File: src/rtl/framing_pkg.sv
// Shared framing constants and the framer FSM state encoding.
package framing_pkg;

    localparam int unsigned HEADER_BYTE0 = 32'h0000_00A5;
    localparam int unsigned HEADER_BYTE1 = 32'h0000_005A;

    typedef enum logic [1:0] {
        ST_IDLE    = 2'd0,
        ST_HEADER0 = 2'd1,
        ST_HEADER1 = 2'd2,
        ST_PAYLOAD = 2'd3
    } state_e;

endpackage

File: src/rtl/counter.sv
// Generic up-counter with synchronous clear; clear wins over increment.
module counter #(
    parameter int Width = 8
) (
    input  logic             clk_i,
    input  logic             rst_i,
    input  logic             clr_i,
    input  logic             inc_i,
    output logic [Width-1:0] count_o
);

    logic [Width-1:0] r_count;

    // Count register
    always_ff @(posedge clk_i) begin
        if (rst_i) begin
            r_count <= '0;
        end else if (clr_i) begin
            r_count <= '0;
        end else if (inc_i) begin
            r_count <= r_count + Width'(1'b1);
        end else begin
            r_count <= r_count;
        end
    end

    assign count_o = r_count;

endmodule

File: src/rtl/packer.sv
// Packs PackedNum elements LSB-first into one word held in an output register.
module packer #(
    parameter int UnpackedWidth = 1,
    parameter int PackedNum     = 8
) (
    input  logic                                 clk_i,
    input  logic                                 rst_i,
    input  logic                                 in_valid_i,
    output logic                                 in_ready_o,
    input  logic [UnpackedWidth-1:0]             in_data_i,
    output logic                                 out_valid_o,
    input  logic                                 out_ready_i,
    output logic [UnpackedWidth*PackedNum-1:0]   out_data_o
);

    localparam int PackedWidth = UnpackedWidth * PackedNum;
    localparam int CntW        = (PackedNum > 1) ? $clog2(PackedNum) : 1;
    localparam logic [CntW-1:0] LastIdx = CntW'(PackedNum - 1);

    logic [CntW-1:0]        r_cnt;
    logic [PackedWidth-1:0] r_acc;
    logic [PackedWidth-1:0] r_out_data;
    logic                   r_out_valid;
    logic [PackedWidth-1:0] w_acc_next;
    logic                   w_in_fire;
    logic                   w_out_fire;
    logic                   w_word_done;

    // Only the word-completing element needs the output register to be free (or draining).
    assign in_ready_o  = (r_cnt != LastIdx) || !r_out_valid || out_ready_i;
    assign w_in_fire   = in_valid_i && in_ready_o;
    assign w_out_fire  = r_out_valid && out_ready_i;
    assign w_word_done = w_in_fire && (r_cnt == LastIdx);

    // Accumulator with the incoming element dropped into its slot
    always_comb begin
        w_acc_next = r_acc;
        w_acc_next[int'(r_cnt) * UnpackedWidth +: UnpackedWidth] = in_data_i;
    end

    // Accumulator, slot index and output register
    always_ff @(posedge clk_i) begin
        if (rst_i) begin
            r_cnt       <= '0;
            r_acc       <= '0;
            r_out_valid <= 1'b0;
            r_out_data  <= '0;
        end else begin
            if (w_word_done) begin
                r_cnt <= '0;
                r_acc <= '0;
            end else if (w_in_fire) begin
                r_cnt <= r_cnt + CntW'(1'b1);
                r_acc <= w_acc_next;
            end else begin
                r_cnt <= r_cnt;
                r_acc <= r_acc;
            end

            if (w_word_done) begin
                r_out_valid <= 1'b1;
                r_out_data  <= w_acc_next;
            end else if (w_out_fire) begin
                r_out_valid <= 1'b0;
                r_out_data  <= '0;
            end else begin
                r_out_valid <= r_out_valid;
                r_out_data  <= r_out_data;
            end
        end
    end

    assign out_valid_o = r_out_valid;
    assign out_data_o  = r_out_data;

endmodule

File: src/rtl/framer.sv
// Frames a stream of narrow elements into packets: two header words then
// PacketLenBytes packed payload words.
module framer
    import framing_pkg::*;
#(
    parameter int          UnpackedWidth  = 1,
    parameter int          PackedNum      = 8,
    parameter int          PacketLenBytes = 1024,
    parameter int unsigned HeaderByte0    = HEADER_BYTE0,
    parameter int unsigned HeaderByte1    = HEADER_BYTE1
) (
    input  logic                               clk_i,
    input  logic                               rst_i,
    input  logic                               valid_i,
    output logic                               ready_o,
    input  logic [UnpackedWidth-1:0]           unpacked_i,
    output logic                               valid_o,
    input  logic                               ready_i,
    output logic [UnpackedWidth*PackedNum-1:0] data_o
);

    localparam int PackedWidth = UnpackedWidth * PackedNum;
    localparam int WordCntW    = $clog2(PacketLenBytes + 1);
    localparam int ElemCntW    = $clog2(PacketLenBytes * PackedNum + 1);
    localparam logic [WordCntW-1:0]    LastWord = WordCntW'(PacketLenBytes - 1);
    localparam logic [ElemCntW-1:0]    LastElem = ElemCntW'(PacketLenBytes * PackedNum - 1);
    localparam logic [PackedWidth-1:0] Hdr0     = PackedWidth'(HeaderByte0);
    localparam logic [PackedWidth-1:0] Hdr1     = PackedWidth'(HeaderByte1);

    state_e                 r_state;
    state_e                 w_state_next;
    logic                   r_in_done;
    logic                   w_pk_in_valid;
    logic                   w_pk_in_ready;
    logic                   w_pk_out_valid;
    logic                   w_pk_out_ready;
    logic [PackedWidth-1:0] w_pk_data;
    logic                   w_in_fire;
    logic                   w_pl_fire;
    logic                   w_last_elem;
    logic                   w_last_word;
    logic [WordCntW-1:0]    w_word_cnt;
    logic [ElemCntW-1:0]    w_elem_cnt;

    assign w_in_fire      = valid_i && ready_o;
    assign w_last_elem    = w_in_fire && (w_elem_cnt == LastElem);
    assign w_pl_fire      = (r_state == ST_PAYLOAD) && w_pk_out_valid && ready_i;
    assign w_last_word    = w_pl_fire && (w_word_cnt == LastWord);
    assign w_pk_in_valid  = valid_i && (r_state == ST_PAYLOAD) && !r_in_done;
    assign w_pk_out_ready = ready_i && (r_state == ST_PAYLOAD);

    packer #(
        .UnpackedWidth (UnpackedWidth),
        .PackedNum     (PackedNum)
    ) u_packer (
        .clk_i       (clk_i),
        .rst_i       (rst_i),
        .in_valid_i  (w_pk_in_valid),
        .in_ready_o  (w_pk_in_ready),
        .in_data_i   (unpacked_i),
        .out_valid_o (w_pk_out_valid),
        .out_ready_i (w_pk_out_ready),
        .out_data_o  (w_pk_data)
    );

    counter #(.Width(WordCntW)) u_word_cnt (
        .clk_i   (clk_i),
        .rst_i   (rst_i),
        .clr_i   (w_last_word),
        .inc_i   (w_pl_fire),
        .count_o (w_word_cnt)
    );

    counter #(.Width(ElemCntW)) u_elem_cnt (
        .clk_i   (clk_i),
        .rst_i   (rst_i),
        .clr_i   (w_last_elem),
        .inc_i   (w_in_fire),
        .count_o (w_elem_cnt)
    );

    // Input side closes once the packet's final element is in; reopens after its last word leaves
    always_ff @(posedge clk_i) begin
        if (rst_i) begin
            r_in_done <= 1'b0;
        end else if (w_last_elem) begin
            r_in_done <= 1'b1;
        end else if (w_last_word) begin
            r_in_done <= 1'b0;
        end else begin
            r_in_done <= r_in_done;
        end
    end

    // State register
    always_ff @(posedge clk_i) begin
        if (rst_i) begin
            r_state <= ST_IDLE;
        end else begin
            r_state <= w_state_next;
        end
    end

    // Next-state logic
    always_comb begin
        w_state_next = r_state;
        case (r_state)
            ST_IDLE: begin
                if (valid_i) w_state_next = ST_HEADER0;
                else         w_state_next = ST_IDLE;
            end
            ST_HEADER0: begin
                if (ready_i) w_state_next = ST_HEADER1;
                else         w_state_next = ST_HEADER0;
            end
            ST_HEADER1: begin
                if (ready_i) w_state_next = ST_PAYLOAD;
                else         w_state_next = ST_HEADER1;
            end
            ST_PAYLOAD: begin
                if (w_last_word) w_state_next = ST_IDLE;
                else             w_state_next = ST_PAYLOAD;
            end
            default: w_state_next = ST_IDLE;
        endcase
    end

    // Output decode; the packer keeps its data at zero while it holds no word
    always_comb begin
        valid_o = 1'b0;
        ready_o = 1'b0;
        data_o  = '0;
        case (r_state)
            ST_IDLE: begin
                valid_o = 1'b0;
                ready_o = 1'b0;
                data_o  = '0;
            end
            ST_HEADER0: begin
                valid_o = 1'b1;
                data_o  = Hdr0;
            end
            ST_HEADER1: begin
                valid_o = 1'b1;
                data_o  = Hdr1;
            end
            ST_PAYLOAD: begin
                valid_o = w_pk_out_valid;
                ready_o = w_pk_in_ready && !r_in_done;
                data_o  = w_pk_data;
            end
            default: begin
                valid_o = 1'b0;
                ready_o = 1'b0;
                data_o  = '0;
            end
        endcase
    end

endmodule

File: config.mk
export PLATFORM = sky130hd
export DESIGN_NAME = framer
export DESIGN_NICKNAME = d
export VERILOG_FILES = /design/src/rtl/framing_pkg.sv /design/src/rtl/counter.sv /design/src/rtl/packer.sv /design/src/rtl/framer.sv
export SDC_FILE = /design/constraint.sdc
export NUM_CORES = 1
export LEC_CHECK = 0
export ABC_AREA = 1
export BUFFER_PORTS_ARGS = -buffer_cell sky130_fd_sc_hd__buf_2
export CAP_MARGIN = 0
export CORE_UTILIZATION = 55
export CTS_CLUSTER_SIZE = 16
export DETAILED_ROUTE_END_ITERATION = 10
export PLACE_DENSITY = 0.7
export RECOVER_POWER = 50
export SLEW_MARGIN = 15
export SYNTH_ARGS = -nofsm -noshare
export SYNTH_HDL_FRONTEND = slang
export SYNTH_HIERARCHICAL = 1
export SYNTH_SLANG_ARGS = --single-unit
File: constraint.sdc
create_clock -name clk_i -period 3.2 [get_ports clk_i]
set_input_delay 0.32 -clock clk_i [delete_from_list [all_inputs] [get_ports clk_i]]
set_output_delay 0.32 -clock clk_i [all_outputs]
set_load 0.02 [all_outputs]
# Yosys cells after proc, flatten, opt, wreduce, memory -nomap -nowiden
# Index checks and enable logic that the tools add are counted.
# totals
reg_bits	48
latch_bits	0
ramBits	0
rom_bits	0
inputBits	5
output_inout_bits	10
wordCells	59
memories	0
# classes
add_sub_neg	4
mul	0
div_mod_pow	0
n_lt_le_gt_ge	0
eq_ne	7
n_shift	2
muxes	15
bitwise_logic	0
n_reduce_logical	23
# op_table
op	count
$neg 3->33	1
$shift 1x33->8 const A	1
$shiftx 1x33->8	1
$pmux 8 s4	1
$mux 8	2
$add 14x1->14 const B	1
$eq 14x13->1 const B	1
$logic_and 1x1->1	12
$add 11x1->11 const B	1
$eq 11x10->1 const B	1
$bwmux 8	1
$pmux 2 s4	1
$reduce_or 2->1	4
$mux 1	7
$eq 2x2->1 const B	2
$mux 2	2
$reduce_bool 2->1	2
$add 3x1->3 const B	1
$eq 3x3->1 const B	1
$ne 3x3->1 const B	1
$pmux 1 s3	1
$eq 2x1->1 const B	1
$logic_not 1->1	2
$logic_not 2->1	1
$logic_or 1x1->1	2

# Longest topological paths before layout
# Gate-level depths: netlist of the first run.
# depth
depth_word	8
ltp_mapped	18
ltp_nobuf	16

# By module
# The synthesis of the first run kept the hierarchy.
# by_module_without_submodules
module	instances	cells_each	area_per_inst_um2	seq_area_each_um2
packer	1	170	1114.8	400.4
counter (u_elem_cnt)	1	102	726.9	280.3
counter (u_word_cnt)	1	73	531.8	220.2
framer	1	88	456.7	60.1

# Worst setup path before layout of the first run
# OpenSTA, ideal clock, no wires.
# synth_path
path_kind	register to register
start	reg r_state[0]
end	reg u_elem_cnt.r_count[6] (netlist: u_elem_cnt/count_o[6])
arrival_time_ps	1891
t_required_ps	3085
path_slack_ps	1194
stages_incl_launch_ff	17
path_buffers	2
cell_sequence	dfxtp_1 > ha_1 > buf_2 > nand2_1 > inv_1 > inv_1 > nand2_1 > inv_1 > nand2_2 > nand2_2 > inv_1 > buf_4 > nand2_1 > nor2_4 > nand2_2 > xor2_1 > nor2_2
# synth_between
elab_chain_len	8
# synth_lines
item	line	rtl
start, declared	framer.sv:30	state_e r_state;
start signal, assigned	framer.sv:100	r_state <= w_state_next;
$eq 2x2->1 *	framer.sv:50	assign w_pk_out_ready = ready_i && (r_state == ST_PAYLOAD);
$logic_and 1x1->1 *	framer.sv:50	
via w_pk_out_ready	framer.sv:36	logic w_pk_out_ready;
$logic_or 1x1->1 *	packer.sv:30	assign in_ready_o = (r_cnt != LastIdx) || !r_out_valid || out_ready_i;
via w_pk_in_ready	framer.sv:34	logic w_pk_in_ready;
$logic_and 1x1->1 *	framer.sv:149	ready_o = w_pk_in_ready && !r_in_done;
$mux 1 *	framer.sv:133	case (r_state)
$logic_and 1x1->1 *	framer.sv:45	assign w_in_fire = valid_i && ready_o;
via w_in_fire	framer.sv:38	logic w_in_fire;
$logic_and 1x1->1	framer.sv:46	assign w_last_elem = w_in_fire && (w_elem_cnt == LastElem);
$reduce_or 2->1 (no source line)	-	
end signal, assigned	counter.sv:21	r_count <= r_count + Width'(1'b1);
end signal, assigned	counter.sv:23	r_count <= r_count;
end, declared	counter.sv:12	logic [Width-1:0] r_count;
# The timed path passes the listed nets; every way through them passes the cells marked *.
# A chain may end at the register's enable or synchronous reset.

# Final worst setup path of the first run
# layout_path
start	reg r_state[1]
end	reg u_word_cnt.r_count[0] (netlist: u_word_cnt/count_o[0])
# layout_between
elab_chain_len	5
# layout_lines
item	line	rtl
$eq 2x2->1	framer.sv:47	assign w_pl_fire = (r_state == ST_PAYLOAD) && w_pk_out_valid && ready_i;
$logic_and 1x1->1 (2 in a row)	framer.sv:47	
via w_pl_fire	framer.sv:39	logic w_pl_fire;
$logic_and 1x1->1	framer.sv:48	assign w_last_word = w_pl_fire && (w_word_cnt == LastWord);
via w_last_word	framer.sv:41	logic w_last_word;
$reduce_or 2->1 (no source line)	-	
end signal, assigned	counter.sv:21	
end signal, assigned	counter.sv:23	
end, declared	counter.sv:12	
# The timed path passes the listed nets, and every way through them passes these cells.

==> results of run 1 <==
## registers in the layout (all words and copies together), names as in the netlist
signal and flops:
u_packer/r_acc 8, r_state 2, u_elem_cnt/count_o 14, u_packer/out_valid_o 1, u_packer/out_data_o 8, r_in_done 1
u_packer/r_cnt 3, u_word_cnt/count_o 11
## cell usage in the layout (no fill, tap or decap), drive strengths merged
cell type and count:
a21oi 40, a31oi 3, and3 1, buf 5, clkbuf 15, clkinv 1, clkinvlp 2, dfxtp 48
ha 12, inv 64, nand2 119, nand3 40, nand4 8, nor2 64, nor3 6, o21a 1
o21ai 19, xor2 1
## layout make-up
type                       instances  area share (%)
clock inverter                     2           0.498
multi-input combinational        314            52.0
inverter                          65            8.10
sequential                        48            31.9
clock buffer                       6            2.74
tap                               67            2.78
timing repair buffer              14            1.95
## worst max path at each step
stage,slack (ns),end
after floorplan,1.19,u_elem_cnt/count_o[6]$_SDFFE_PP0P_
after global placement,0.94,u_elem_cnt/count_o[6]$_SDFFE_PP0P_
after detailed placement,0.85,u_elem_cnt/count_o[6]$_SDFFE_PP0P_
after CTS,0.82,u_elem_cnt/count_o[6]$_SDFFE_PP0P_
after global routing,0.47,u_elem_cnt/count_o[6]$_SDFFE_PP0P_
final,0.78,u_word_cnt/count_o[0]$_SDFFE_PP0P_
## report_power, final
group,switching (mW),total (mW),internal [mW]
registers,0.00329,0.602,0.599
clock network,0.209,0.384,0.175
logic,0.0389,0.0544,0.0156
## synthesized netlist by cell type, drive strengths merged
master / n
o21ai: 19
nor2: 64
o21a: 1
a31oi: 3
nand3: 40
dfxtp: 48
inv: 64
xor2: 1
buf: 5
clkbuf: 1
nand2: 119
nand4: 8
nor3: 6
a21oi: 40
and3: 1
ha: 12
clkinv: 1
## cells by family after synthesis
| logic type | Yosys count | synth area share [%] |
|---|---|---|
| adder cells (fa/ha/maj) | 12 | 5.30 |
| AND/OR/NAND/NOR | 238 | 38.8 |
| flip-flops | 48 | 34.0 |
| AO/OA/AOI/OAI | 63 | 11.4 |
| buffers and inverters | 71 | 10.3 |
| XOR/XNOR | 1 | 0.310 |
## critical path, stage by stage (launching register included)
cell     delay [ns]
dfxtp_1        0.46
ha_1           0.46
nand2_1        0.14
nor2_1         0.56
nand2_1        0.20
nor2_1         0.23
nor2_4         0.10
o21ai_0        0.09
a21oi_1        0.05
## per-layer routing
layer,GRT usage (%),vias to the layer above
li1,-,1411
met3,3.70,4
met5,0,-
met4,5.13,0
met1,32.0,1116
met2,35.0,40
==> reports/metrics.cfg, run 1 <==
[die]
die_h_um = 73.7
start_util_pct = 58.4
rows = 25
core-area_um2 = 4850
die_w_um = 73.7
die-area_um2 = 5440
io_pins = 15

[placement]
hpwl_mm = 4.22
dp_cells = 508
post_dp_cell_area_um2 = 2940
place_worst_setup_slack_ns = 0.848
routabilityCongestion = 0.894
portBuffers = 14

[sta]
min_period_ns = 2.42
post-route-period-util_pct = 75.7
grt_setup_unrepaired = no
timing.fmax_ghz = 0.413
setup_tns_ns = 0
worst_slew_pin_slew_ns = 0.699
hold_violations = 0
max_slew_margin_pct = 53.2
setup_ws_ns = 0.777
slew_viol_final = 0
setup_viol = 0
fin_skew_ns = 0.00869
hold-worst-slack_ns = 0.369

[cells_and_area]
syn2layout_area_growth_pct = 6.45
fillCellCount = 470
final_util_pct = 62.1
drive_gt1_share_pct = 8.46
final-instance-count-excl-fill = 516
multi_input_area_um2 = 1570
ff_latch_area_um2 = 961
num-nets-final = 465
antenna_cells = 0
design_area_um2 = 3010

[detailed_routing]
route.met2.wl_mm = 2.39
dr_wl_met3_um = 178
drc = 0
antenna_left = 0
firstDrtPassIters = 4
wl_per_cell_um = 10.8
routed.top_layer = met4
wl_met1_mm = 2.97
drt_iter0_drc = 111
vias = 2571
drt-total-wl_mm = 5.58
viasPerCell = 4.98

[cts]
hold_buffers = 0
cts_buffer_depth = 2
cts_setup_buffers = 0
cts_resized = 0
cts-htree-levels = 2
clk_latency_ns = 0.30
numCtsBuffers = 5
clk_pin_slew_ns = 0.10
cts_root_buffer = clkbuf_8
cts_tree = yes
numClockSinks = 48

[grt]
grt_pass1_vias = 2131
antenna_found_initial = 0
grt-ovfl-total = 0
grt_max_degree = 16
track_usage_pct = 22.4
grt_pass1_wl_mm = 9.49

[logic_synthesis]
synth_nets = 450
yosys_warnings = 6
ys_ff_latch = 48
ys_seq_area_share_pct = 34.0
synth_cell_types = 27
synth_top_area_share_pct = 34.0
netlist_area_um2 = 2830
syn_avg_cell_area_um2 = 6.54
syn_inst = 433
yosysTopAreaCell = dfxtp_1
yosys-top-cells-area = dfxtp_1, nand2_1, inv_1

[hold_path]
holdPathEnd = r_in_done$_SDFFE_PP0P_
holdPathStages = 2
hp-class = in -> reg
min_from = rst_i

[critical_path]
criticalPathCategory = reg -> reg
r2r_cells = 8
required_ns = 3.37
r2r_end = u_word_cnt/count_o[0]$_SDFFE_PP0P_
crit_start = r_state[1]$_SDFF_PP0_
timing.critical_path.to_type = register
crit_path_start_kind = register
arrival_ns = 2.59
r2r_start = r_state[1]$_SDFF_PP0_
cp_max_fo = 13
r2r_slack_ns = 0.78

[power_and_ir_drop]
p_total_mw = 1.04
p_per_area_nw_per_um2 = 345
peakVddDrop_mv = 0.263
p_leak_nw = 1.31

[job]
maxCapViolations = 0

[status]
status = completed

Power figures use the tool's default switching activity.
==> inputs of run 2 (changes only) <==
PLACE_DENSITY = 0.73   (was 0.7)
clock period = 2.17 ns   (was 3.2 ns; I/O delays follow)
==> reports/metrics.cfg, run 2 (synthesized netlist as in run 1, its figures left out) <==
[cts]
numClockSinks = 48  ; unchanged
cts_setup_buffers = 0  ; unchanged
cts-htree-levels = 2  ; unchanged
clk_latency_ns = 0.29  ; about the same
numCtsBuffers = 5  ; unchanged
cts_tree = yes
cts_root_buffer = clkbuf_8
cts_resized = 0  ; unchanged
hold_buffers = 0  ; unchanged
clk_pin_slew_ns = 0.08  ; -0.02 ns
cts_buffer_depth = 2  ; unchanged

[critical_path]
cp_cell_sequence = ha_1 > nand2_1 > inv_1 > inv_1 > nand2_1 > inv_1 > nand2_2 > nand2_2 > inv_1 > nand2_1 > nor2_4 > nand2_2 > xor2_1 > nor2_2
criticalPathCategory = reg -> reg
r2r_slack_ns = 0.20  ; -0.58 ns
r2r_end = u_elem_cnt/count_o[6]$_SDFFE_PP0P_
r2r_cells = 14  ; +6
cp_max_fo = 7  ; -6
crit_path_start_kind = register
cpPeakStageDelay_ns = 0.34  ; -0.22 ns
cp_slowest_cell = dfxtp_1
timing.critical_path.to_type = register
required_ns = 2.36  ; -1.01 ns
r2r_start = r_state[0]$_SDFF_PP0_
cpLargestDelayFamily = simple AND/OR/NAND/NOR gates
cp_num_buf_inv = 4  ; +4
arrival_ns = 2.16  ; -0.43 ns
crit_top_cell = inv_1

[die]
start_util_pct = 58.4  ; unchanged
core-area_um2 = 4850  ; unchanged
die_h_um = 73.7  ; unchanged
rows = 25  ; unchanged
die-area_um2 = 5440  ; unchanged
io_pins = 15  ; unchanged
die_w_um = 73.7  ; unchanged

[grt]
grt-ovfl-total = 0  ; unchanged
grt.busiest_layer = met2
met1_usage_pct = 31.4  ; -0.58 points
use_met3_pct = 2.88  ; -0.82 points
grt_pass1_vias = 2355  ; +11%
antenna_found_initial = 0  ; unchanged
track_usage_pct = 23.4  ; +1.0 points
grt_max_degree = 15  ; -1
use_met2_pct = 38.3  ; +3.4 points
grt_pass1_wl_mm = 9.90  ; +4.3%

[sta]
fin_skew_ns = 0.00759  ; -0.00110 ns
min_period_ns = 1.97  ; -0.454 ns
setup_viol = 0  ; unchanged
hold-worst-slack_ns = 0.261  ; -0.108 ns
hold_violations = 0  ; unchanged
worst_slew_pin_slew_ns = 0.449  ; -0.250 ns
max_slew_margin_pct = 70.1  ; +17 points
post-route-period-util_pct = 90.7  ; +15 points
setup_tns_ns = 0  ; unchanged
timing.fmax_ghz = 0.508  ; +23%
grt_setup_unrepaired = no
slew_viol_final = 0  ; unchanged

[power_and_ir_drop]
p_total_mw = 1.61  ; +54%
p_leak_nw = 1.36  ; +3.3%
p_int_mw = 1.25  ; +59%
power.clock.fraction_pct = 39.4  ; +2.5 points
switchingPower_mw = 0.354  ; +41%
p_per_area_nw_per_um2 = 522  ; +51%
switching_share_pct = 22.0  ; -2.1 points
comb_power_share_pct = 5.5  ; +0.3 points
p_seq_share_pct = 55.1  ; -2.8 points
peakVddDrop_mv = 0.325  ; +24%

[detailed_routing]
wl_per_cell_um = 11.1  ; +2.5%
drc = 0  ; unchanged
drt_iter0_drc = 183  ; +65%
drt-total-wl_mm = 5.79  ; +3.9%
antenna_left = 0  ; unchanged
firstDrtPassIters = 4  ; unchanged
viasPerCell = 5.14  ; +3.1%
vias = 2686  ; +4.5%

[job]
maxCapViolations = 0  ; unchanged

[placement]
portBuffers = 14  ; unchanged
routabilityCongestion = 0.870  ; -2.7%
hpwl_mm = 4.31  ; +2.2%

[hold_path]
holdPathEnd = r_state[0]$_SDFF_PP0_
min_from = valid_i
hp-class = in -> reg
holdPathStages = 3  ; +1

[cells_and_area]
fillCellCount = 473  ; +0.64%
layout_common_cells = nand2_1, inv_1, nor2_1
ff_latch_area_um2 = 962  ; +0.13%
final_common_cell = nand2_1
multi_input_area_um2 = 1570  ; +0.32%
antenna_cells = 0  ; unchanged
drive_gt1_share_pct = 10.5  ; +2.1 points
largest_reg_flops = 14  ; unchanged
syn2layout_area_growth_pct = 8.66
num-nets-final = 472  ; +1.5%

[status]
status = completed

[run 2: layout make-up]
class	count	area share (%)
Sequential cell	48	31.3
Inverter	65	7.93
Multi-Input combinational cell	314	51.1
Timing Repair Buffer	21	3.42
Tap cell	67	2.73
Clock buffer	6	2.36
Clock inverter	2	1.14
[run 2: worst max path at each step]
stage	endpoint	depth (start not counted)	start
CTS	u_packer/out_data_o[4]$_SDFFE_PP0P_	10	u_packer/r_cnt[0]$_SDFFE_PP0P_
global route	u_elem_cnt/count_o[6]$_SDFFE_PP0P_	14	r_state[1]$_SDFF_PP0_
floorplan	u_elem_cnt/count_o[6]$_SDFFE_PP0P_	16	r_state[0]$_SDFF_PP0_
global placement	u_packer/out_data_o[4]$_SDFFE_PP0P_	10	u_packer/r_cnt[0]$_SDFFE_PP0P_
finish	u_elem_cnt/count_o[6]$_SDFFE_PP0P_	14	r_state[0]$_SDFF_PP0_
detailed placement	u_packer/out_data_o[4]$_SDFFE_PP0P_	10	u_packer/r_cnt[0]$_SDFFE_PP0P_
[run 2: per-stage QoR]
step	utilization [%]	cell area, µm²	setup WS [ns]	std cells
6_report	63.4	3080	0.201	523
5_1_grt	63.4	3080	0.0113	523
4_1_cts	63.9	3100	0.214	523
3_5_place_dp	61.7	2990	0.233	515
2_1_floorplan	-	2830	0.164	433
3_3_place_gp	61.7	2990	0.270	515
[run 2: worst register-to-register path: stages (launching register included)]
cell and delay (ns):
dfxtp_1 0.34, ha_1 0.25, nand2_1 0.08, inv_1 0.07, inv_1 0.04, nand2_1 0.06, inv_1 0.06, nand2_2 0.09
nand2_2 0.07, inv_1 0.18, nand2_1 0.15, nor2_4 0.18, nand2_2 0.08, xor2_1 0.17, nor2_2 0.04
[run 2: power groups by stage]
stage | Clock, mW | Combinational [mW] | Sequential, mW
finish | 0.633 | 0.0884 | 0.885
CTS | 0.655 | 0.0907 | 0.885
global placement | 0 | 0.0890 | 0.905
floorplan | 0 | 0.0563 | 0.908
global route | 0.687 | 0.0994 | 0.885
detailed placement | 0 | 0.0905 | 0.906
[run 2: metal layers]
| layer | up-vias | wire length [µm] |
|---|---|---|
| met3 | 0 | 281 |
| met2 | 53 | 2610 |
| met4 | 0 | 0 |
| met5 | - | 0 |
| li1 | 1424 | - |
| met1 | 1209 | 2900 |
